**src/rtl/lzx_74hc194.sv**
```systemverilog
// lzx_74hc194: 4-bit bidirectional universal shift register (74HC194 equivalent).
// Modes by S: 00 hold, 01 shift right (toward Q[3], DSR enters Q[0]),
// 10 shift left (toward Q[0], DSL enters Q[3]), 11 parallel load.
// MR clears the register asynchronously; Q comes straight from the flops.
module lzx_74hc194 (
  input  logic       MR,
  input  logic       CLK,
  input  logic       DSR,
  input  logic       DSL,
  input  logic [1:0] S,
  input  logic [3:0] D,
  output logic [3:0] Q
);

  logic [3:0] q_reg;
  logic [3:0] q_next;

  genvar gi;
  generate
    for (gi = 0; gi < 4; gi++) begin : g_bit
      // Neighbour feeding this bit on a right shift (lower bit, or DSR at the bottom)
      // and on a left shift (upper bit, or DSL at the top). No wrap-around.
      logic from_lower;
      logic from_upper;
      logic bit_next;

      if (gi == 0) begin : g_low_edge
        assign from_lower = DSR;
      end else begin : g_low_inner
        assign from_lower = q_reg[gi-1];
      end

      if (gi == 3) begin : g_high_edge
        assign from_upper = DSL;
      end else begin : g_high_inner
        assign from_upper = q_reg[gi+1];
      end

      // Per-bit mode mux; any unmatched S (including X/Z in simulation) holds.
      always_comb begin
        bit_next = q_reg[gi];
        case (S)
          2'b01:   bit_next = from_lower;
          2'b10:   bit_next = from_upper;
          2'b11:   bit_next = D[gi];
          default: bit_next = q_reg[gi];
        endcase
      end

      assign q_next[gi] = bit_next;
    end
  endgenerate

  // State register: asynchronous clear dominates, otherwise take the selected mode.
  always_ff @(posedge CLK or posedge MR) begin
    if (MR) begin
      q_reg <= 4'b0000;
    end else begin
      q_reg <= q_next;
    end
  end

  assign Q = q_reg;

endmodule

```
**config.mk**
```make
export PLATFORM = sky130hd
export DESIGN_NAME = lzx_74hc194
export DESIGN_NICKNAME = d
export VERILOG_FILES = /design/src/rtl/lzx_74hc194.sv
export SDC_FILE = /design/constraint.sdc
export NUM_CORES = 1
export LEC_CHECK = 0
export ABC_AREA = 1
export CAP_MARGIN = 20
export CORE_AREA = 2 2 39 41
export CTS_CLUSTER_DIAMETER = 200
export DETAILED_ROUTE_END_ITERATION = 7
export DIE_AREA = 0 0 41 43
export HOLD_SLACK_MARGIN = 0.02
export SYNTH_ARGS = -nofsm -noshare
export SYNTH_HDL_FRONTEND = slang
export SYNTH_SLANG_ARGS = --single-unit
```
**constraint.sdc**
```tcl
create_clock -name CLK -period 0.8 [get_ports CLK]
set_clock_uncertainty 0.05 [all_clocks]
set_input_delay 0.16 -clock CLK [delete_from_list [all_inputs] [get_ports CLK]]
set_output_delay 0.16 -clock CLK [all_outputs]
set_load 0.02 [all_outputs]
```
==> flow_summary.json, run 1 <==
{
  "htreeDepth": 1,
  "cp_num_cells": 1,
  "cap_violations": 0,
  "power_density_mw_per_mm2": 1540,
  "post-cts-setup-buffers": 0,
  "crit_fanout": 2,
  "cts_tree": "yes",
  "overflow": 0,
  "peakVddDrop_mv": 0.668,
  "clockRootBuffer": "clkbuf_4",
  "die_h_um": 43,
  "finalCriticalPeriod_ps": 983,
  "p_leak_nw": 0.275,
  "r2r-start": "Q[2]",
  "ys_ff_latch": 4,
  "hold_viol": 0,
  "syn_nets": 49,
  "final_common_cell": "nand2_1",
  "critical_path.endpoint": "Q[1]",
  "outcome": "complete, but fails checks",
  "tightest_slew_ps": 175,
  "grt_max_degree": 5,
  "critPathSlowestCell": "dfrtp_2",
  "drc": 0,
  "crit_chain": "buf_6",
  "final_cell_mix": "nand2_1, clkdlybuf4s50_1, buf_4",
  "r2r_setup_slack_ps": -140,
  "min_period_over_period": 1.23,
  "synth_top_cell_by_area": "dfrtp_1",
  "diodes": 0,
  "drv_slew": 0,
  "die_x_um": 41,
  "fin_nets": 75,
  "cp-startpoint": "Q[1]",
  "hpwlAfterDp_um": 573,
  "place_ws_ps": -463,
  "largest_register_ffs": 4,
  "die-area_mm2": 0.00176,
  "crit_arrival_ps": 770,
  "fillCellCount": 151,
  "via_count": 318,
  "viasPerCell": 4.03,
  "hold_path.class": "in -> async",
  "syn_area_um2": 258,
  "violations": "setup timing",
  "yosysSeqAreaShare": 0.388,
  "critPathLaunchType": "register",
  "start_util": 0.186,
  "wire_per_inst_um": 9.54,
  "ys_warn_count": 0,
  "path_clk_slew_ps": 40,
  "cp-end-kind": "output pin",
  "rsz0062_at_grt": "true",
  "synth.avg_cell_area_um2": 6.61,
  "grt_pass1_vias": 314,
  "final_core_util": 0.392,
  "clock_latency_ps": 230,
  "io_pins": 14,
  "port_buffers": 13,
  "antenna_found_initial": 0,
  "ant_nets": 0,
  "drt_iter0_drc": 5,
  "row_count": 14,
  "critPathBufInv": 1,
  "clockBufferDepth": 2,
  "synth.distinct_cells": 9,
  "clock-sinks": 4,
  "synth_top_cell_area_share": 0.388,
  "grt_usage": 0.0938,
  "synth_cells": 39,
  "numCtsBuffers": 3,
  "gp_congestion": 0.709,
  "finalSetupViolations": 8,
  "dr.pass1.iters": 4,
  "crit_type": "reg -> out",
  "area.growth.synth_to_final_pct": 110,
  "cpPeakStageDelay_ps": 410,
  "finalWorstSetupSlack_ps": -183,
  "ys_top_cells_by_area": "dfrtp_1, nand2_1, nand3_1, nor2_2, buf_6",
  "drive_gt1_frac": 0.492,
  "reg2reg_to": "Q[3]",
  "required_ps": 590,
  "grt_pass1_wl_mm": 1.08,
  "core_area_mm2": 0.00138,
  "holdBufCountCts": 0,
  "reg2regPathDepth": 5,
  "slew_headroom": 0.884,
  "timing.fmax_mhz": 1020,
  "cpLargestDelayFamily": "flip-flops",
  "finalWirelength_um": 754
}
## synth_stat cells
| master | n |
|---|---|
| dfrtp_1 | 4 |
| a21oi_1 | 1 |
| nor2_2 | 2 |
| nor2_1 | 2 |
| nand2_1 | 14 |
| buf_6 | 1 |
| inv_1 | 2 |
| inv_2 | 3 |
| nand3_1 | 10 |
## layout make-up
type	count	area [um2]	area share
timing repair buffer	22	208	0.383
sequential	4	105	0.194
inverter	5	18.8	0.0346
tap	16	20.0	0.0370
clock buffer	3	22.5	0.0416
multi-input combinational	29	168	0.309
## worst min path at each step
stage,slack [ps],start,end
detailed placement,310,MR,Q[3]
CTS,50,MR,Q[3]
floorplan,-120,MR,Q[0]
global route,80,MR,Q[2]
global placement,300,MR,Q[3]
finish,60,MR,Q[3]
## stage by stage
stage | power, mW | instance area [um2] | hold slack (ps) | std cells | setup TNS (ps)
floorplan | 0.382 | 278 | -124 | 39 | -119
CTS | 0.829 | 509 | 52.1 | 79 | -1340
global placement | 0.557 | 484 | 304 | 76 | -3190
detailed placement | 0.561 | 484 | 306 | 76 | -3200
global route | 0.899 | 542 | 79.7 | 79 | -1530
finish | 0.836 | 542 | 57.8 | 79 | -1220
## where the power goes
| part | internal, mW | switching [mW] |
|---|---|---|
| clock network | 0.167 | 0.0742 |
| logic | 0.183 | 0.151 |
| registers | 0.237 | 0.0236 |
| total | 0.587 | 0.248 |
## layer usage
metal	vias up	routed length (um)	track usage
met5	-	0	0
met4	0	0	0.0800
met3	0	63	0.0157
met2	12	384	0.147
met1	135	305	0.101
li1	171	-	-
## timing repair
| item | in CTS | in global routing |
|---|---|---|
| gates resized for setup | 26 | 7 |
| endpoints found under the setup margin | 8 | 8 |
| pin swaps | 0 | 4 |
## cells by family (layout without fill, tap and decap cells)
| group | Yosys count | in the layout | synth area share |
|---|---|---|---|
| and+or+nand+nor | 28 | 28 | 0.476 |
| buffers and inverters | 6 | 30 | 0.117 |
| DFF | 4 | 4 | 0.388 |
| AOI/OAI and AO/OA | 1 | 1 | 0.0194 |
Power figures use the tool's default switching activity.
==> inputs of run 2 (changes only) <==
--- a/config.mk
+++ b/config.mk
@@ -6,8 +6,9 @@
 export NUM_CORES = 1
 export LEC_CHECK = 0
 export ABC_AREA = 1
-export CAP_MARGIN = 20
+export CAP_MARGIN = 25
 export CORE_AREA = 2 2 39 41
+export CTS_BUF_LIST = sky130_fd_sc_hd__clkbuf_8
 export CTS_CLUSTER_DIAMETER = 200
 export DETAILED_ROUTE_END_ITERATION = 7
 export DIE_AREA = 0 0 41 43
==> flow_summary.json, run 2 (synthesis gave the netlist of run 1 again) <==
{
  "r2r-start": "Q[1]",
  "row_count": 14,
  "power_density_mw_per_mm2": 1830,
  "overflow": 0,
  "fillCellCount": 153,
  "crit_chain": "buf_6",
  "required_ps": 590,
  "outcome": "complete, but fails checks",
  "post-cts-setup-buffers": 0,
  "place_area_um2": 484,
  "htreeDepth": 1,
  "clockRootBuffer": "clkbuf_8",
  "cp-end-kind": "output pin",
  "met3_usage": 0.0157,
  "largest_register_ffs": 4,
  "port_buffers": 13,
  "reg2reg_to": "Q[2]",
  "drt_iter0_drc": 1,
  "wire_per_inst_um": 9.05,
  "grt_max_degree": 5,
  "hold_path.class": "in -> async",
  "grtUsageMet1": 0.101,
  "crit_arrival_ps": 760,
  "drc": 0,
  "diodes": 0,
  "holdBufCountCts": 0,
  "crit_type": "reg -> out",
  "violations": "setup timing",
  "die_x_um": 41,
  "critPathBufInv": 1,
  "reg2regPathDepth": 5,
  "grt_use_met2": 0.147,
  "place_ws_ps": -463,
  "grt_usage": 0.0938,
  "layout.cells.non_filler": 79,
  "final_cell_mix": "nand2_1, clkdlybuf4s50_1, buf_4",
  "critPathLaunchType": "register",
  "clock_latency_ps": 210,
  "drive_gt1_frac": 0.476,
  "dp_cells": 76,
  "cp_num_cells": 1,
  "viasPerCell": 4.04,
  "core_area_mm2": 0.00138,
  "p_leak_nw": 0.271,
  "crit_fanout": 2,
  "stdcell_area_um2": 543,
  "hpwlAfterDp_um": 573,
  "die-area_mm2": 0.00176,
  "io_pins": 14,
  "timing.fmax_mhz": 1030,
  "fin_nets": 75,
  "power_mw": 0.993,
  "hold_viol": 0,
  "cpPeakStageDelay_ps": 410,
  "finalWorstSetupSlack_ps": -171,
  "finalWirelength_um": 715,
  "gp_congestion": 0.709,
  "critPathSlowestCell": "dfrtp_2",
  "die_h_um": 43,
  "start_util": 0.186,
  "finalCriticalPeriod_ps": 971,
  "min_period_over_period": 1.21,
  "finalSetupViolations": 8,
  "peakVddDrop_mv": 0.864,
  "cap_violations": 0,
  "grt_pass1_vias": 314,
  "grt_pass1_wl_mm": 1.08,
  "path_clk_slew_ps": 30,
  "busiest_layer": "met2",
  "final_common_cell": "nand2_1",
  "via_count": 319,
  "drv_slew": 0,
  "ant_nets": 0,
  "area.growth.synth_to_final_pct": 111,
  "slew_headroom": 0.886,
  "r2r_setup_slack_ps": -140,
  "numCtsBuffers": 3,
  "cpLargestDelayFamily": "flip-flops",
  "clockBufferDepth": 2,
  "clock-sinks": 4,
  "cts_tree": "yes",
  "tightest_slew_ps": 172,
  "antenna_found_initial": 0,
  "rsz0062_at_grt": "true",
  "dr.pass1.iters": 2
}
run 2: through the flow:
step | TNS [ps] | hold WS, ps | util
2_1_floorplan | -119 | -124 | -
3_3_place_gp | -3190 | 304 | 0.350
3_5_place_dp | -3200 | 306 | 0.350
4_1_cts | -1240 | 76.4 | 0.382
5_1_grt | -1410 | 104 | 0.392
6_report | -1140 | 76.8 | 0.392
run 2: area by class of cell:
type,count,area (um2),share of cell area
Clock buffer,3,41.3,0.0760
Inverter,5,18.8,0.0346
Tap cell,16,20.0,0.0369
Multi-Input combinational cell,29,150,0.276
Sequential cell,4,105,0.194
Timing Repair Buffer,22,208,0.382
run 2: worst max path at each step:
stage,from,end,slack [ps]
after CTS,Q[2],Q[2],-170
after global placement,S[1],Q[3],-460
after floorplan,Q[1],Q[2],-40
after detailed placement,S[0],Q[2],-460
after global routing,Q[2],Q[3],-200
final,Q[2],Q[2],-170
run 2: where the power goes:
part	internal (mW)	leakage [nW]	switching (mW)
logic	0.179	0.205	0.140
clock network	0.320	0.0216	0.0931
registers	0.237	0.0447	0.0240
run 2: timing repair:
action | CTS | global route
pin swaps | 0 | 5
setup endpoints to repair | 8 | 8
gates resized for setup | 26 | 4
gates cloned | 0 | 0
run 2: layer usage:
metal  vias up  share of wire
met3         0          0.085
met1       139           0.42
met5         -              0
li1        170              -
met4         0              0
met2        10           0.50
